## config.mk

```make
export PLATFORM = sky130hd
export DESIGN_NAME = spi_bus_arbiter
export DESIGN_NICKNAME = d
export VERILOG_FILES = /design/src/rtl/spi_bus_arbiter_pkg.sv /design/src/rtl/spi_bus_arbiter_req_capture.sv /design/src/rtl/spi_bus_arbiter.sv
export SDC_FILE = /design/constraint.sdc
export NUM_CORES = 1
export LEC_CHECK = 0
export ABC_AREA = 1
export CAP_MARGIN = 5
export CORE_UTILIZATION = 49
export CTS_BUF_LIST = sky130_fd_sc_hd__clkbuf_16
export CTS_CLUSTER_DIAMETER = 120
export CTS_CLUSTER_SIZE = 28
export DETAILED_ROUTE_END_ITERATION = 10
export GPL_TIMING_DRIVEN = 0
export HOLD_SLACK_MARGIN = 0.03
export PLACE_DENSITY = 0.85
export SYNTH_ARGS = -nofsm -noshare
export SYNTH_HDL_FRONTEND = slang
export SYNTH_SLANG_ARGS = --single-unit
```

## constraint.sdc

```tcl
create_clock -name clk -period 11.1 [get_ports clk]
set_clock_uncertainty 0.1 [all_clocks]
set_input_delay 2.22 -clock clk [delete_from_list [all_inputs] [get_ports clk]]
set_output_delay 2.22 -clock clk [all_outputs]
set_load 0.02 [all_outputs]
```

## src/rtl/spi_bus_arbiter_pkg.sv

```systemverilog
// Shared types and constants for the two-master SPI/CPU bus arbiter.
package spi_bus_pkg;

    typedef enum logic [1:0] {
        IDLE,
        GNT0,
        GNT1
    } arb_state_t;

    localparam logic [31:0] BUS_ERR_DATA = 32'hDEAD_BEEF;
    localparam int unsigned NUM_MASTERS  = 2;

endpackage

```

## src/rtl/spi_bus_arbiter_req_capture.sv

```systemverilog
// Converts SPI bridge ren/wen strobes into a held pending request with sticky overrun.
module spi_bus_req_capture
    import spi_bus_pkg::*;
#(
    parameter int unsigned AW = 32,
    parameter int unsigned DW = 32
) (
    input  logic          clk,
    input  logic          rst,
    input  logic          ren_i,
    input  logic          wen_i,
    input  logic [AW-1:0] addr_i,
    input  logic [DW-1:0] wdata_i,
    input  logic          clr_i,
    output logic          pend_o,
    output logic          we_o,
    output logic [AW-1:0] addr_o,
    output logic [DW-1:0] wdata_o,
    output logic          overrun_o
);

    logic          pend_q, pend_d;
    logic          we_q, we_d;
    logic          ovr_q, ovr_d;
    logic [AW-1:0] addr_q, addr_d;
    logic [DW-1:0] wdata_q, wdata_d;
    logic          strobe;
    logic          accept;

    // A strobe on the same edge the pending request retires is a fresh command.
    always_comb begin
        strobe  = ren_i | wen_i;
        accept  = strobe & (~pend_q | clr_i);
        pend_d  = pend_q & ~clr_i;
        we_d    = we_q;
        addr_d  = addr_q;
        wdata_d = wdata_q;
        ovr_d   = ovr_q | (ren_i & wen_i) | (strobe & ~accept);
        if (accept) begin
            pend_d  = 1'b1;
            we_d    = wen_i;
            addr_d  = addr_i;
            wdata_d = wdata_i;
        end
    end

    always_ff @(posedge clk or posedge rst) begin
        if (rst) begin
            pend_q  <= 1'b0;
            we_q    <= 1'b0;
            ovr_q   <= 1'b0;
            addr_q  <= '0;
            wdata_q <= '0;
        end else begin
            pend_q  <= pend_d;
            we_q    <= we_d;
            ovr_q   <= ovr_d;
            addr_q  <= addr_d;
            wdata_q <= wdata_d;
        end
    end

    assign pend_o    = pend_q;
    assign we_o      = we_q;
    assign addr_o    = addr_q;
    assign wdata_o   = wdata_q;
    assign overrun_o = ovr_q;

endmodule

```

## src/rtl/spi_bus_arbiter.sv

```systemverilog
// Round-robin arbiter: SPI bridge (pulse) and CPU (valid/ready) onto one slave bus.
// Optional slave abort timer and timeout_err port: SPI_BUS_ARBITER_TIMEOUT_EN.
module spi_bus_arbiter
    import spi_bus_pkg::*;
#(
    parameter int unsigned AW      = 32,
    parameter int unsigned DW      = 32,
    parameter int unsigned TIMEOUT = 64
) (
    input  logic          clk,
    input  logic          rst,
    input  logic [AW-1:0] m0_addr,
    input  logic [DW-1:0] m0_wdata,
    input  logic          m0_ren,
    input  logic          m0_wen,
    output logic [DW-1:0] m0_rdata,
    output logic          m0_overrun,
    input  logic          m1_valid,
    input  logic          m1_we,
    input  logic [AW-1:0] m1_addr,
    input  logic [DW-1:0] m1_wdata,
    output logic          m1_ready,
    output logic [DW-1:0] m1_rdata,
    output logic          s_valid,
    output logic          s_we,
    output logic [AW-1:0] s_addr,
    output logic [DW-1:0] s_wdata,
    input  logic          s_ready,
    input  logic [DW-1:0] s_rdata,
`ifdef SPI_BUS_ARBITER_TIMEOUT_EN
    output logic          timeout_err,
`endif
    output logic          busy
);

    localparam int unsigned GW = $clog2(NUM_MASTERS);

    arb_state_t    state_q, state_d;
    logic [GW-1:0] last_grant_q, last_grant_d;
    logic          s_valid_q, s_valid_d;
    logic          s_we_q, s_we_d;
    logic [AW-1:0] s_addr_q, s_addr_d;
    logic [DW-1:0] s_wdata_q, s_wdata_d;
    logic [DW-1:0] m0_rdata_q, m0_rdata_d;
    logic [DW-1:0] m1_rdata_q, m1_rdata_d;
    logic          m1_ready_q, m1_ready_d;

    logic          m0_pend, m0_we, m0_clr;
    logic [AW-1:0] m0_addr_r;
    logic [DW-1:0] m0_wdata_r;
    logic          m1_req;
    logic          expire;
    logic          done;
    logic [DW-1:0] bus_rdata;

    spi_bus_req_capture #(
        .AW(AW),
        .DW(DW)
    ) u_capture (
        .clk      (clk),
        .rst      (rst),
        .ren_i    (m0_ren),
        .wen_i    (m0_wen),
        .addr_i   (m0_addr),
        .wdata_i  (m0_wdata),
        .clr_i    (m0_clr),
        .pend_o   (m0_pend),
        .we_o     (m0_we),
        .addr_o   (m0_addr_r),
        .wdata_o  (m0_wdata_r),
        .overrun_o(m0_overrun)
    );

`ifdef SPI_BUS_ARBITER_TIMEOUT_EN
    localparam int unsigned CW = $clog2(TIMEOUT + 1);

    logic [CW-1:0] cnt_q, cnt_d;
    logic          tmo_q, tmo_d;

    assign expire = (cnt_q == CW'(TIMEOUT)) & ~s_ready;

    always_comb begin
        cnt_d = cnt_q;
        tmo_d = tmo_q;
        if (state_q == IDLE) begin
            cnt_d = '0;
        end else begin
            cnt_d = cnt_q + CW'(1);
            tmo_d = tmo_q | expire;
        end
    end

    always_ff @(posedge clk or posedge rst) begin
        if (rst) begin
            cnt_q <= '0;
            tmo_q <= 1'b0;
        end else begin
            cnt_q <= cnt_d;
            tmo_q <= tmo_d;
        end
    end

    assign timeout_err = tmo_q;
`else
    logic unused_timeout;

    assign expire         = 1'b0;
    assign unused_timeout = ^TIMEOUT;
`endif

    assign done      = s_ready | expire;
    assign bus_rdata = s_ready ? s_rdata : DW'(BUS_ERR_DATA);
    // m1_valid is still high in the cycle m1_ready pulses; masking it avoids a re-grant.
    assign m1_req    = m1_valid & ~m1_ready_q;

    always_comb begin
        state_d      = state_q;
        last_grant_d = last_grant_q;
        s_valid_d    = s_valid_q;
        s_we_d       = s_we_q;
        s_addr_d     = s_addr_q;
        s_wdata_d    = s_wdata_q;
        m0_rdata_d   = m0_rdata_q;
        m1_rdata_d   = m1_rdata_q;
        m1_ready_d   = 1'b0;
        m0_clr       = 1'b0;
        unique case (state_q)
            IDLE: begin
                if (m0_pend | m1_req) begin
                    s_valid_d = 1'b1;
                    if (m1_req & (~m0_pend | (last_grant_q == '0))) begin
                        state_d      = GNT1;
                        last_grant_d = GW'(1);
                        s_we_d       = m1_we;
                        s_addr_d     = m1_addr;
                        s_wdata_d    = m1_wdata;
                    end else begin
                        state_d      = GNT0;
                        last_grant_d = '0;
                        s_we_d       = m0_we;
                        s_addr_d     = m0_addr_r;
                        s_wdata_d    = m0_wdata_r;
                    end
                end
            end
            GNT0: begin
                if (done) begin
                    if (!s_we_q) m0_rdata_d = bus_rdata;
                    m0_clr    = 1'b1;
                    s_valid_d = 1'b0;
                    state_d   = IDLE;
                end
            end
            GNT1: begin
                if (done) begin
                    m1_rdata_d = bus_rdata;
                    m1_ready_d = 1'b1;
                    s_valid_d  = 1'b0;
                    state_d    = IDLE;
                end
            end
            default: state_d = IDLE;
        endcase
    end

    always_ff @(posedge clk or posedge rst) begin
        if (rst) begin
            state_q      <= IDLE;
            last_grant_q <= '1;
            s_valid_q    <= 1'b0;
            s_we_q       <= 1'b0;
            s_addr_q     <= '0;
            s_wdata_q    <= '0;
            m0_rdata_q   <= '0;
            m1_rdata_q   <= '0;
            m1_ready_q   <= 1'b0;
        end else begin
            state_q      <= state_d;
            last_grant_q <= last_grant_d;
            s_valid_q    <= s_valid_d;
            s_we_q       <= s_we_d;
            s_addr_q     <= s_addr_d;
            s_wdata_q    <= s_wdata_d;
            m0_rdata_q   <= m0_rdata_d;
            m1_rdata_q   <= m1_rdata_d;
            m1_ready_q   <= m1_ready_d;
        end
    end

    assign s_valid  = s_valid_q;
    assign s_we     = s_we_q;
    assign s_addr   = s_addr_q;
    assign s_wdata  = s_wdata_q;
    assign m0_rdata = m0_rdata_q;
    assign m1_rdata = m1_rdata_q;
    assign m1_ready = m1_ready_q;
    assign busy     = (state_q != IDLE);

endmodule
```

After elaboration in Yosys (flattened, before gate mapping)
Cells that the tools add are included.
- eq/ne operators: 4
- mux-type cells: 15
- bitwise logic cells: 18
- reduce and logical (&&, ||, !) cells: 9
- operators with widths (cell ; count):
    $mux 32 ; 2
    $mux 1 ; 8
    $and 1x1->1 ; 6
    $mux 2 ; 3
    $not 1->1 ; 6
    $or 1x1->1 ; 6
    $reduce_and 2->1 ; 3
    $reduce_and 3->1 ; 2
    $pmux 2 s2 ; 1
    $reduce_bool 2->1 ; 2
    $eq 2x1->1 const B ; 1
    $eq 2x2->1 const B ; 1
    $logic_not 2->1 ; 1
    $ne 2x1->1 const B ; 1
    $ne 2x2->1 const B ; 1
    $pmux 1 s2 ; 1
    $reduce_or 2->1 ; 1
- register bits after elaboration: 201
- input port bits: 167
- output and inout port bits: 133

Depth between registers and ports, before layout
Gate-level depths: netlist (run 1).
- word-level depth: 7
- mapped depth: 8
- mapped depth without buffers: 7

By module
Synthesis (run 1) repeated with hierarchy kept, for this count alone.
- cell total of the unflattened synthesis: 1066
- area, all modules: 9044.9 µm²
- by module, submodules not included (module ; instances ; cells an instance ; area an instance (µm²) ; seq. area each (µm²)):
    spi_bus_arbiter ; 1 ; 772 ; 6344.8 ; 3354.5
    spi_bus_req_capture ; 1 ; 294 ; 2700.1 ; 1676.6

Least setup slack after synthesis (run 1)
No wires, ideal clock.
- path type: reg-to-output
- start: register state_q[0]
- end: output busy
- arrival time: 800 ps
- setup slack: 7980 ps
- cell stages (with the launch flop): 4
- path buffers: 0
- cells stage by stage: dfrtp_1 > inv_1 > ha_1 > inv_1
- longest elaborated chain between the ends: 1
- ends and longest elaborated chain (what ; RTL line ; source):
    start, declared ; spi_bus_arbiter.sv:38 ; arb_state_t state_q, state_d;
    start signal, assigned ; spi_bus_arbiter.sv:178 ; state_q <= state_d;
    $reduce_bool 2->1 ; spi_bus_arbiter.sv:197 ; assign busy = (state_q != IDLE);
    end, declared ; spi_bus_arbiter.sv:33 ; output logic busy
Every way passes these cells.

Final worst setup path (run 1)
Same ends and word-level chain as after synthesis.

==> reports/results.md, run 1 <==
## Run status
* **status** finished clean

## Logic synthesis
* **netlist area before placement** 8695 µm²
* **Avg Inst Size Synth** 8.800 µm²
* **part of the Yosys area used for sequential elements** 57.86%
* **number of instances in the synthesized netlist** 988
* **warnings from Yosys** 0
* **post-synthesis net count** 1,158
* **count of unique library cells instantiated by Yosys** 21
* **flip-flop and latch count after synthesis** 201

## STA
* **final worst-path cycle share** 38.83%
* **final hold violation count** 0
* **max-slew violations** 0
* **Setup Viol. Count Final** 0
* **headroom to the max-slew limit** 53.56%
* **max frequency** 0.2320 GHz
* **final hold slack** 0.3832 ns
* **setup repair after global routing missed its margin** false
* **Slew @ Worst Pin** 0.6965 ns
* **setup_tns** 0 ns
* **post-route minimum period** 4.310 ns

## Critical path
* **crit path capture type** primary output
* **CP delay by family, top** buffers and inverters
* **Largest stage delay, worst path** 0.64 ns
* **Top cell by count, worst path** sky130_fd_sc_hd__inv_1
* **required time of the critical path** 8.78 ns
* **Slowest cell on crit path** sky130_fd_sc_hd__clkdlybuf4s50_1
* **buffer and inverter count on the worst path** 3
* **largest fanout on the critical path** 4
* **class of the most critical setup path** reg2out
* **chain of cells forming the critical path** inv_1, ha_1, inv_1, clkdlybuf4s50_1
* **startpoint types** flop
* **data arrival time of the critical path** 1.99 ns

## Clock network
* **insertion delay to the later sink of the worst-skew pair** 0.47 ns
* **deepest level of the CTS H-tree** 1
* **clock root buffer** sky130_fd_sc_hd__clkbuf_16
* **total setup buffers inserted after CTS** 0
* **hold_buf cts** 0
* **CTS clk-pin slew, worst paths** 0.11 ns
* **sinks on the clock net** 201
* **maximum buffer depth of the clock tree** 3
* **number of cells upsized or downsized after cts** 0
* **number of buffers created by CTS** 11
* **CTS tree** done

## Power and ir drop
* **part of the power in registers** 35.9%
* **Int Power** 0.002045 W
* **switching share of power** 41.67%
* **switching power** 0.001461 W
* **Logic pwr share** 51.9%
* **cell leakage power** 5.932 nW
* **clock network power share** 12.2%
* **Power Dens Cells** 284.5 nW/µm²
* **Peak supply drop** 0.0001783 V

## GRT
* **initial antenna violation count** 2
* **pin count of the biggest net entering global routing** 134
* **Overflow after GRT** 0
* **number of global-route vias before repair** 7,849
* **global-route wire length before repair** 40.08 mm
* **total routing usage reported by global routing** 28.23%

## Route
* **total wire length** 25.43 mm
* **drt via density** 5.181
* **total via count in the routed design** 7,921
* **post-detailed-route count of antenna-violating nets** 0
* **number of DRC markers in iteration 0** 284
* **# DRC** 0
* **routed len/inst** 16.63 µm
* **number of detailed-route iterations in the first pass** 5

## Cells and area
* **area of all placed cells without fillers** 12,320 µm²
* **layout overhead on the synthesized area** 41.72%
* **post-route core utilization** 71.24%
* **nets** 1,471
* **layout cells sized above 1** 5.914%

## Place
* **area of placed instances** 12,000 µm²
* **final estimated routing congestion in global placement** 0.9071
* **detailed placer's ending HPWL** 18.76 mm
* **number of port buffers** 299

## Floorplan
* **horizontal extent of the die** 135.2 µm
* **initial standard-cell utilization of the core** 50.27%
* **area of the placeable core** 17,300 µm²
* **die footprint** 18,280 µm²
* **number of top-level design ports** 300
* **floorplan row count** 48
* **Die Y-Extent** 135.2 µm

## Run
* **max-capacitance violation count** 0

## Min path
* **type of the worst min-delay path** reg2reg

power by group through the flow:
stage	logic (W)	clock network (W)	registers, W
6_report	0.00182	0.000427	0.00126
5_1_grt	0.00199	0.000461	0.00129
4_1_cts	0.00183	0.000435	0.00126
3_5_place_dp	0.00182	0	0.00126
3_3_place_gp	0.00176	0	0.00125
2_1_floorplan	0.000756	0	0.00152
metal layers:
layer / global-route usage [%] / wire [µm]
met1: 35.45 / 10060
met2: 48.01 / 12480
met3: 5.986 / 2080
met4: 10.36 / 797
met5: 0 / 11
layout by cell type, fill, tap and decap left out:
cell type	n
sky130_fd_sc_hd__diode_2	2
sky130_fd_sc_hd__nand3_1	69
sky130_fd_sc_hd__nand2_1	341
sky130_fd_sc_hd__clkinv_16	1
sky130_fd_sc_hd__buf_2	26
sky130_fd_sc_hd__o21ai_1	75
sky130_fd_sc_hd__nand3b_1	65
sky130_fd_sc_hd__a21oi_2	2
sky130_fd_sc_hd__clkdlybuf4s50_1	299
sky130_fd_sc_hd__o21ai_2	4
sky130_fd_sc_hd__dfstp_2	1
sky130_fd_sc_hd__buf_1	1
sky130_fd_sc_hd__ha_1	3
sky130_fd_sc_hd__buf_6	6
sky130_fd_sc_hd__dfrtp_1	200
sky130_fd_sc_hd__buf_4	21
sky130_fd_sc_hd__inv_2	2
sky130_fd_sc_hd__or2_1	1
sky130_fd_sc_hd__nor2_1	1
sky130_fd_sc_hd__a21oi_1	1
sky130_fd_sc_hd__clkbuf_1	9
sky130_fd_sc_hd__o21ai_0	53
sky130_fd_sc_hd__clkbuf_16	11
sky130_fd_sc_hd__inv_1	107
sky130_fd_sc_hd__inv_8	1
sky130_fd_sc_hd__buf_16	1
sky130_fd_sc_hd__nor2_2	1
sequential cells by signal, indices dropped and copies added (netlist names), 2 cells and up:
| name | flops |
|---|---|
| m0_rdata | 32 |
| m1_rdata | 32 |
| s_addr | 32 |
| s_wdata | 32 |
| state_q | 2 |
| u_capture.addr_o | 32 |
| u_capture.wdata_o | 32 |
worst min-delay path, stage by stage, from the launching register on:
cell and delay [ns]:
sky130_fd_sc_hd__dfstp_2 0.38, sky130_fd_sc_hd__nand2_1 0.05, sky130_fd_sc_hd__o21ai_1 0.05
cell type report:
class | count | area [µm²]
multi-input cells | 616 | 2865
fillers | 1316 | 4975
repair buffers | 300 | 3020
clock inverters | 3 | 37.54
clock buffers | 11 | 275.3
flip-flops and latches | 201 | 5031
well taps | 225 | 281.5
inverters | 108 | 412.9
plain buffers | 63 | 392.9
diodes | 2 | 5.005
final timing paths:
path	from	slack (ns)	to	depth (start not counted)
worst max-delay path	state_q[0]$_DFFE_PP0P_	6.79	busy	4
worst max register to register	state_q[0]$_DFFE_PP0P_	9.29	m1_rdata[30]$_DFFE_PP0P_	6
max in group asynchronous	rst	7.78	s_addr[0]$_DFFE_PP0P_	3
worst min register to register	last_grant_q$_DFFE_PP1P_	0.38	last_grant_q$_DFFE_PP1P_	2
worst min-delay path	last_grant_q$_DFFE_PP1P_	0.38	last_grant_q$_DFFE_PP1P_	2
min in group asynchronous	rst	2.07	m1_rdata[2]$_DFFE_PP0P_	2
through the flow:
stage               instances  setup WS, ns  power (W)
floorplan                 988         3.299   0.002276
global placement         1512        0.7922   0.003018
detailed placement       1513         7.158   0.003086
CTS                      1527         6.793   0.003522
global route             1528         6.724   0.003743
finish                   1529         6.790   0.003506
Yosys cell counts:
cell type                  instances  area share (%)
sky130_fd_sc_hd__buf_4            21             1.8
sky130_fd_sc_hd__buf_2            26             1.5
sky130_fd_sc_hd__nand3b_1         65             5.6
sky130_fd_sc_hd__buf_1             1           0.043
sky130_fd_sc_hd__buf_6             6            0.78
sky130_fd_sc_hd__inv_2             2           0.086
sky130_fd_sc_hd__nand3_1          69             4.0
sky130_fd_sc_hd__o21ai_1          75             4.3
sky130_fd_sc_hd__o21ai_2           4            0.40
sky130_fd_sc_hd__nor2_2            1           0.072
sky130_fd_sc_hd__ha_1              3            0.43
sky130_fd_sc_hd__dfrtp_1         200              58
sky130_fd_sc_hd__nand2_1         341              15
sky130_fd_sc_hd__dfstp_2           1            0.30
sky130_fd_sc_hd__a21oi_1           1           0.058
sky130_fd_sc_hd__or2_1             1           0.072
sky130_fd_sc_hd__o21ai_0          53             3.1
sky130_fd_sc_hd__inv_1           106             4.6
sky130_fd_sc_hd__nor2_1            1           0.043
sky130_fd_sc_hd__a21oi_2           2            0.20
sky130_fd_sc_hd__clkbuf_1          9            0.39
cell families (layout without fill, tap and decap cells):
group           count (synthesis)  count (layout)  synth area share (%)
simple gates                  478             478                 24.49
flops                         201             201                 57.86
buf+inv                       171             485                 9.181
compound gates                135             135                 8.030
fa+ha+maj                       3               3                0.4318
other cells                     0               2                     0
(Power assumes the default switching activity.)
==> inputs of run 2 (changes only) <==
--- a/config.mk
+++ b/config.mk
@@ -7,14 +7,14 @@
 export LEC_CHECK = 0
 export ABC_AREA = 1
 export CAP_MARGIN = 5
-export CORE_UTILIZATION = 49
+export CORE_UTILIZATION = 41
 export CTS_BUF_LIST = sky130_fd_sc_hd__clkbuf_16
 export CTS_CLUSTER_DIAMETER = 120
 export CTS_CLUSTER_SIZE = 28
 export DETAILED_ROUTE_END_ITERATION = 10
 export GPL_TIMING_DRIVEN = 0
 export HOLD_SLACK_MARGIN = 0.03
-export PLACE_DENSITY = 0.85
+export PLACE_DENSITY = 0.75
 export SYNTH_ARGS = -nofsm -noshare
 export SYNTH_HDL_FRONTEND = slang
 export SYNTH_SLANG_ARGS = --single-unit
==> constraint.sdc (replaced) <==
create_clock -name clk -period 3.9 [get_ports clk]
set_clock_uncertainty 0.1 [all_clocks]
set_input_delay 0.78 -clock clk [delete_from_list [all_inputs] [get_ports clk]]
set_output_delay 0.78 -clock clk [all_outputs]
set_load 0.02 [all_outputs]
==> reports/results.md, run 2 (synthesis results as in run 1) <==
## Clock network
* **number of cells upsized or downsized after cts** 0, unchanged
* **total setup buffers inserted after CTS** 0, unchanged
* **deepest level of the CTS H-tree** 1, unchanged
* **CTS clk-pin slew, worst paths** 0.11 ns, about the same
* **CTS tree** done, unchanged
* **maximum buffer depth of the clock tree** 3, unchanged
* **sinks on the clock net** 201, unchanged
* **insertion delay to the later sink of the worst-skew pair** 0.46 ns, was 0.47 ns
* **clock root buffer** sky130_fd_sc_hd__clkbuf_16, unchanged
* **hold_buf cts** 0, unchanged
* **number of buffers created by CTS** 11, unchanged

## GRT
* **total routing usage reported by global routing** 23.09%, was 28.23%
* **global-route wire length before repair** 39.66 mm, was 40.08 mm
* **Overflow after GRT** 0, unchanged
* **number of global-route vias before repair** 7,457, was 7,849
* **pin count of the biggest net entering global routing** 43, was 134
* **initial antenna violation count** 1, was 2

## STA
* **setup repair after global routing missed its margin** false, unchanged
* **Slew @ Worst Pin** 0.5406 ns, was 0.6965 ns
* **headroom to the max-slew limit** 63.96%, was 53.56%
* **PnR worst setup slack** 1.084 ns, was 6.790 ns
* **final hold violation count** 0, unchanged
* **final worst-path cycle share** 72.20%
* **Setup Viol. Count Final** 0, unchanged
* **post-route minimum period** 2.816 ns
* **max frequency** 0.3551 GHz
* **max-slew violations** 0, unchanged

## Floorplan
* **horizontal extent of the die** 147.6 µm, was 135.2 µm
* **area of the placeable core** 20,490 µm², was 17,300 µm²
* **number of top-level design ports** 300, unchanged
* **initial standard-cell utilization of the core** 42.42%, was 50.27%
* **floorplan row count** 52, was 48
* **die footprint** 21,790 µm², was 18,280 µm²
* **Die Y-Extent** 147.6 µm, was 135.2 µm

## Critical path
* **chain of cells forming the critical path** inv_1, ha_1, inv_1, clkdlybuf4s50_1, unchanged
* **crit path capture type** primary output, unchanged
* **required time of the critical path** 3.02 ns, was 8.78 ns
* **worst-case register-to-register setup slack** 2.10 ns, was 9.29 ns
* **Largest stage delay, worst path** 0.67 ns, was 0.64 ns
* **Slowest cell on crit path** sky130_fd_sc_hd__clkdlybuf4s50_1, unchanged
* **worst reg2reg path depth** 7, was 6
* **start point of the critical path** state_q[0]$_DFFE_PP0P_, unchanged
* **class of the most critical setup path** reg2out, unchanged
* **buffer and inverter count on the worst path** 3, unchanged
* **number of stages on the worst setup path** 4, unchanged
* **data arrival time of the critical path** 1.94 ns, was 1.99 ns
* **capture instance of the worst register-to-register path** m1_rdata[23]$_DFFE_PP0P_, was m1_rdata[30]$_DFFE_PP0P_
* **startpoint types** flop, unchanged
* **CP delay by family, top** buffers and inverters, unchanged
* **Top cell by count, worst path** sky130_fd_sc_hd__inv_1, unchanged
* **largest fanout on the critical path** 4, unchanged
* **critical path capture point** busy, unchanged
* **R2R Path Start** state_q[0]$_DFFE_PP0P_, unchanged

## Power and ir drop
* **Power Dens Cells** 796.2 nW/µm², was 284.5 nW/µm²
* **Peak supply drop** 0.0004088 V, was 0.0001783 V
* **cell leakage power** 5.950 nW, was 5.932 nW

## Place
* **final estimated routing congestion in global placement** 0.8926, was 0.9071
* **Setup WS pre-CTS** 1.400 ns, was 7.158 ns
* **Inst Count DP** 1,562, was 1,513
* **area of placed instances** 12,130 µm², was 12,000 µm²
* **number of port buffers** 299, unchanged
* **detailed placer's ending HPWL** 18.89 mm, was 18.76 mm

## Cells and area
* **post-route core utilization** 60.70%, was 71.24%
* **number of standard cells in the final layout excluding fillers** 1,576, was 1,529
* **area of all placed cells without fillers** 12,440 µm², was 12,320 µm²
* **commonest cells after routing, fill and taps aside** sky130_fd_sc_hd__nand2_1, sky130_fd_sc_hd__clkdlybuf4s50_1, sky130_fd_sc_hd__dfrtp_1, unchanged
* **layout cells sized above 1** 6.212%, was 5.914%
* **nets** 1,475, was 1,471
* **layout overhead on the synthesized area** 43.07%, was 41.72%
* **most common library cell in the layout ignoring fill and taps** sky130_fd_sc_hd__nand2_1, unchanged

## Route
* **total wire length** 25.28 mm, was 25.43 mm
* **number of DRC markers in iteration 0** 386, was 284
* **routed len/inst** 16.04 µm, was 16.63 µm
* **drt via density** 4.857, was 5.181
* **# DRC** 0, unchanged
* **total via count in the routed design** 7,654, was 7,921
* **number of detailed-route iterations in the first pass** 5, unchanged
* **post-detailed-route count of antenna-violating nets** 0, unchanged

## Run
* **max-capacitance violation count** 0, unchanged

## Run status
* **status** finished clean, unchanged

## Min path
* **type of the worst min-delay path** reg2reg, unchanged

-- run 2: cell types whose count changed in the layout (fill, tap and decap cells not counted) --
cell / before / now
sky130_fd_sc_hd__inv_8: 1 / 0
sky130_fd_sc_hd__clkinvlp_4: 0 / 1
sky130_fd_sc_hd__inv_1: 107 / 105
sky130_fd_sc_hd__buf_16: 1 / 0
sky130_fd_sc_hd__buf_12: 0 / 5
-- run 2: worst min-delay path, stage by stage (launching register included) --
cell,delay [ns]
sky130_fd_sc_hd__dfstp_2,0.37
sky130_fd_sc_hd__nand2_1,0.05
sky130_fd_sc_hd__o21ai_1,0.05
-- run 2: per-stage QoR --
| stage | total power [W] | hold slack [ns] | setup TNS [ns] |
|---|---|---|---|
| after floorplan | 0.006478 | 0.3508 | 0 |
| after global placement | 0.008635 | 0.3625 | -229.65 |
| after detailed placement | 0.008763 | 0.3643 | 0 |
| after CTS | 0.01000 | 0.3767 | 0 |
| after global routing | 0.01060 | 0.4068 | 0 |
| final | 0.009904 | 0.3775 | 0 |
-- run 2: routing by layer --
| layer | global-route usage, % | routed length [µm] | vias up | share of wire, % |
|---|---|---|---|---|
| li1 | - | - | 3722 | - |
| met1 | 29.88 | 10400 | 3617 | 41 |
| met2 | 39.46 | 12240 | 283 | 48 |
| met3 | 4.599 | 1970 | 32 | 7.8 |
| met4 | 6.237 | 665 | 0 | 2.6 |
| met5 | 0 | 0 | - | 0 |
-- run 2: worst min path at each step --
stage                     slack (ns)  cells past startpoint                     start                       end
after floorplan                 0.35                      2  last_grant_q$_DFFE_PP1P_  last_grant_q$_DFFE_PP1P_
after global placement          0.36                      2  last_grant_q$_DFFE_PP1P_  last_grant_q$_DFFE_PP1P_
after detailed placement        0.36                      2   s_wdata[20]$_DFFE_PP0P_   s_wdata[20]$_DFFE_PP0P_
after CTS                       0.38                      2  last_grant_q$_DFFE_PP1P_  last_grant_q$_DFFE_PP1P_
after global routing            0.41                      2  last_grant_q$_DFFE_PP1P_  last_grant_q$_DFFE_PP1P_
final                           0.38                      2  last_grant_q$_DFFE_PP1P_  last_grant_q$_DFFE_PP1P_
-- run 2: final cells by class --
cell class | instances | area [µm²]
fill | 1844 | 8055
sequential | 201 | 5031
timing repair buffer | 304 | 3093
multi-input combinational | 616 | 2865
inverter | 108 | 409.1
buffer | 63 | 392.9
tap | 270 | 337.8
clock buffer | 11 | 275.3
clock inverter | 1 | 30.03
antenna | 2 | 5.005
-- run 2: power by group --
part | switching (W) | internal (W) | leakage (nW) | total (W)
registers | 0.000472 | 0.00309 | 2.47 | 0.00356
clock network | 0.000690 | 0.000527 | 0.147 | 0.00122
logic | 0.00292 | 0.00221 | 3.33 | 0.00512
total | 0.00408 | 0.00582 | 5.95 | 0.00990
==> inputs of run 3 (changes only) <==
==> constraint.sdc (replaced) <==
create_clock -name clk -period 2.4 [get_ports clk]
set_clock_uncertainty 0.1 [all_clocks]
set_input_delay 0.48 -clock clk [delete_from_list [all_inputs] [get_ports clk]]
set_output_delay 0.48 -clock clk [all_outputs]
set_load 0.02 [all_outputs]
==> reports/results.md, run 3 (synthesis results as in run 1) <==
## Clock network
* **sinks on the clock net** 201, unchanged
* **CTS tree** done, unchanged
* **CTS clk-pin slew, worst paths** 0.11 ns, about the same
* **deepest level of the CTS H-tree** 1, unchanged
* **clock root buffer** sky130_fd_sc_hd__clkbuf_16, unchanged
* **number of buffers created by CTS** 11, unchanged
* **insertion delay to the later sink of the worst-skew pair** 0.46 ns, about the same
* **maximum buffer depth of the clock tree** 3, unchanged

## GRT
* **initial antenna violation count** 1, unchanged
* **number of global-route vias before repair** 7,457, unchanged
* **total routing usage reported by global routing** 23.09%, unchanged
* **met3 layer usage reported by global route** 4.599%, unchanged
* **Overflow after GRT** 0, unchanged
* **pin count of the biggest net entering global routing** 43, unchanged
* **met1 track utilization from global routing** 29.88%, unchanged
* **GR Layer Usage met2** 39.46%, unchanged
* **global-route wire length before repair** 39.66 mm, unchanged
* **GR peak layer** met2, unchanged

## STA
* **PnR worst setup slack** 0.1612 ns, was 1.084 ns
* **setup_tns** 0 ns, unchanged
* **setup repair after global routing missed its margin** false, unchanged
* **Slew @ Worst Pin** 0.5406 ns, about the same
* **headroom to the max-slew limit** 63.96%, about the same
* **post-route minimum period** 2.239 ns
* **final hold slack** 0.2934 ns, was 0.3775 ns
* **max frequency** 0.4467 GHz
* **Setup Viol. Count Final** 0, unchanged
* **final hold violation count** 0, unchanged
* **final worst-path cycle share** 93.28%
* **max-slew violations** 0, unchanged

## Run
* **max-capacitance violation count** 0, unchanged

## Route
* **post-detailed-route count of antenna-violating nets** 0, unchanged
* **number of detailed-route iterations in the first pass** 5, unchanged
* **total wire length** 25.29 mm, was 25.28 mm
* **routed len/inst** 16.05 µm, was 16.04 µm
* **# DRC** 0, unchanged
* **drt via density** 4.857, about the same
* **total via count in the routed design** 7,655, was 7,654
* **number of DRC markers in iteration 0** 386, unchanged

## Power and ir drop
* **Peak supply drop** 0.0006641 V, was 0.0004088 V
* **Power Dens Cells** 1293 nW/µm², was 796.2 nW/µm²
* **power consumption** 0.01609 W, was 0.009904 W
* **cell leakage power** 5.951 nW, was 5.950 nW

## Cells and area
* **commonest cells after routing, fill and taps aside** sky130_fd_sc_hd__nand2_1, sky130_fd_sc_hd__clkdlybuf4s50_1, sky130_fd_sc_hd__dfrtp_1, unchanged
* **number of fill cells** 1,845, was 1,844
* **area of all sequential standard cells** 5031 µm², unchanged
* **layout overhead on the synthesized area** 43.06%, was 43.07%
* **nets** 1,475, unchanged
* **layout cells sized above 1** 6.212%, unchanged
* **most common library cell in the layout ignoring fill and taps** sky130_fd_sc_hd__nand2_1, unchanged
* **footprint of the multi-input gates** 2865 µm², unchanged

## Critical path
* **data arrival time of the critical path** 1.66 ns, was 1.94 ns
* **startpoint types** flop, unchanged
* **start point of the critical path** state_q[0]$_DFFE_PP0P_, unchanged
* **crit path capture type** primary output, unchanged
* **largest fanout on the critical path** 4, unchanged
* **required time of the critical path** 1.82 ns, was 3.02 ns
* **class of the most critical setup path** reg2out, unchanged
* **R2R Path Start** state_q[0]$_DFFE_PP0P_, unchanged

## Place
* **number of port buffers** 299, unchanged
* **final estimated routing congestion in global placement** 0.8926, unchanged
* **Setup WS pre-CTS** 0.2003 ns, was 1.400 ns
* **detailed placer's ending HPWL** 18.89 mm, unchanged

## Floorplan
* **number of top-level design ports** 300, unchanged
* **die footprint** 21,790 µm², unchanged
* **area of the placeable core** 20,490 µm², unchanged
* **horizontal extent of the die** 147.6 µm, unchanged
* **Die Y-Extent** 147.6 µm, unchanged
* **initial standard-cell utilization of the core** 42.42%, unchanged
* **floorplan row count** 52, unchanged

## Run status
* **status** finished clean, unchanged

## Min path
* **type of the worst min-delay path** in2async, was reg2reg

## run 3: metal layers
layer	vias to the layer above	routed length (µm)
li1	3722	-
met1	3617	10420
met2	284	12240
met3	32	1963
met4	0	665
met5	-	0
## run 3: final timing paths
check / to / slack, ns / depth (start not counted)
min in group clk: last_grant_q$_DFFE_PP1P_ / 0.38 / 2
worst max register to register: m1_rdata[23]$_DFFE_PP0P_ / 0.60 / 7
worst min register to register: last_grant_q$_DFFE_PP1P_ / 0.38 / 2
max in group asynchronous: last_grant_q$_DFFE_PP1P_ / 1.01 / 4
worst min-delay path: m0_rdata[20]$_DFFE_PP0P_ / 0.29 / 2
worst max-delay path: busy / 0.16 / 4
## run 3: area by class of cell
cell class | instances | share of cell area [%]
diodes | 2 | 0.04024
plain buffers | 63 | 3.159
flip-flops and latches | 201 | 40.45
multi-input cells | 616 | 23.04
clock inverters | 1 | 0.2414
inverters | 108 | 3.289
well taps | 270 | 2.716
clock buffers | 11 | 2.213
repair buffers | 304 | 24.86
## run 3: power breakdown
| group | switching, W | total (W) | internal, W |
|---|---|---|---|
| Clock | 0.00112 | 0.00198 | 0.000857 |
| Sequential | 0.000767 | 0.00579 | 0.00502 |
| Combinational | 0.00474 | 0.00832 | 0.00358 |
## run 3: through the flow
stage	util (%)	area, µm²	cells
6_report	60.69	12440	1576
5_1_grt	60.69	12440	1576
4_1_cts	60.67	12430	1574
3_5_place_dp	59.18	12130	1562
3_3_place_gp	58.69	12030	1557
2_1_floorplan	-	8698	988
## run 3: critical path: stages, from the launching register on
cell and delay, ns:
sky130_fd_sc_hd__dfrtp_1 0.39, sky130_fd_sc_hd__inv_1 0.07, sky130_fd_sc_hd__ha_1 0.24, sky130_fd_sc_hd__inv_1 0.09, sky130_fd_sc_hd__dlygate4sd2_1 0.40
## run 3: repair_timing
item / CTS / global route
setup buffers: 0 / 0
resized for setup: 1 / 0
endpoints found under the setup margin: 1 / 0
hold buffers: 0 / 0
endpoints found under the hold margin: 0 / 0
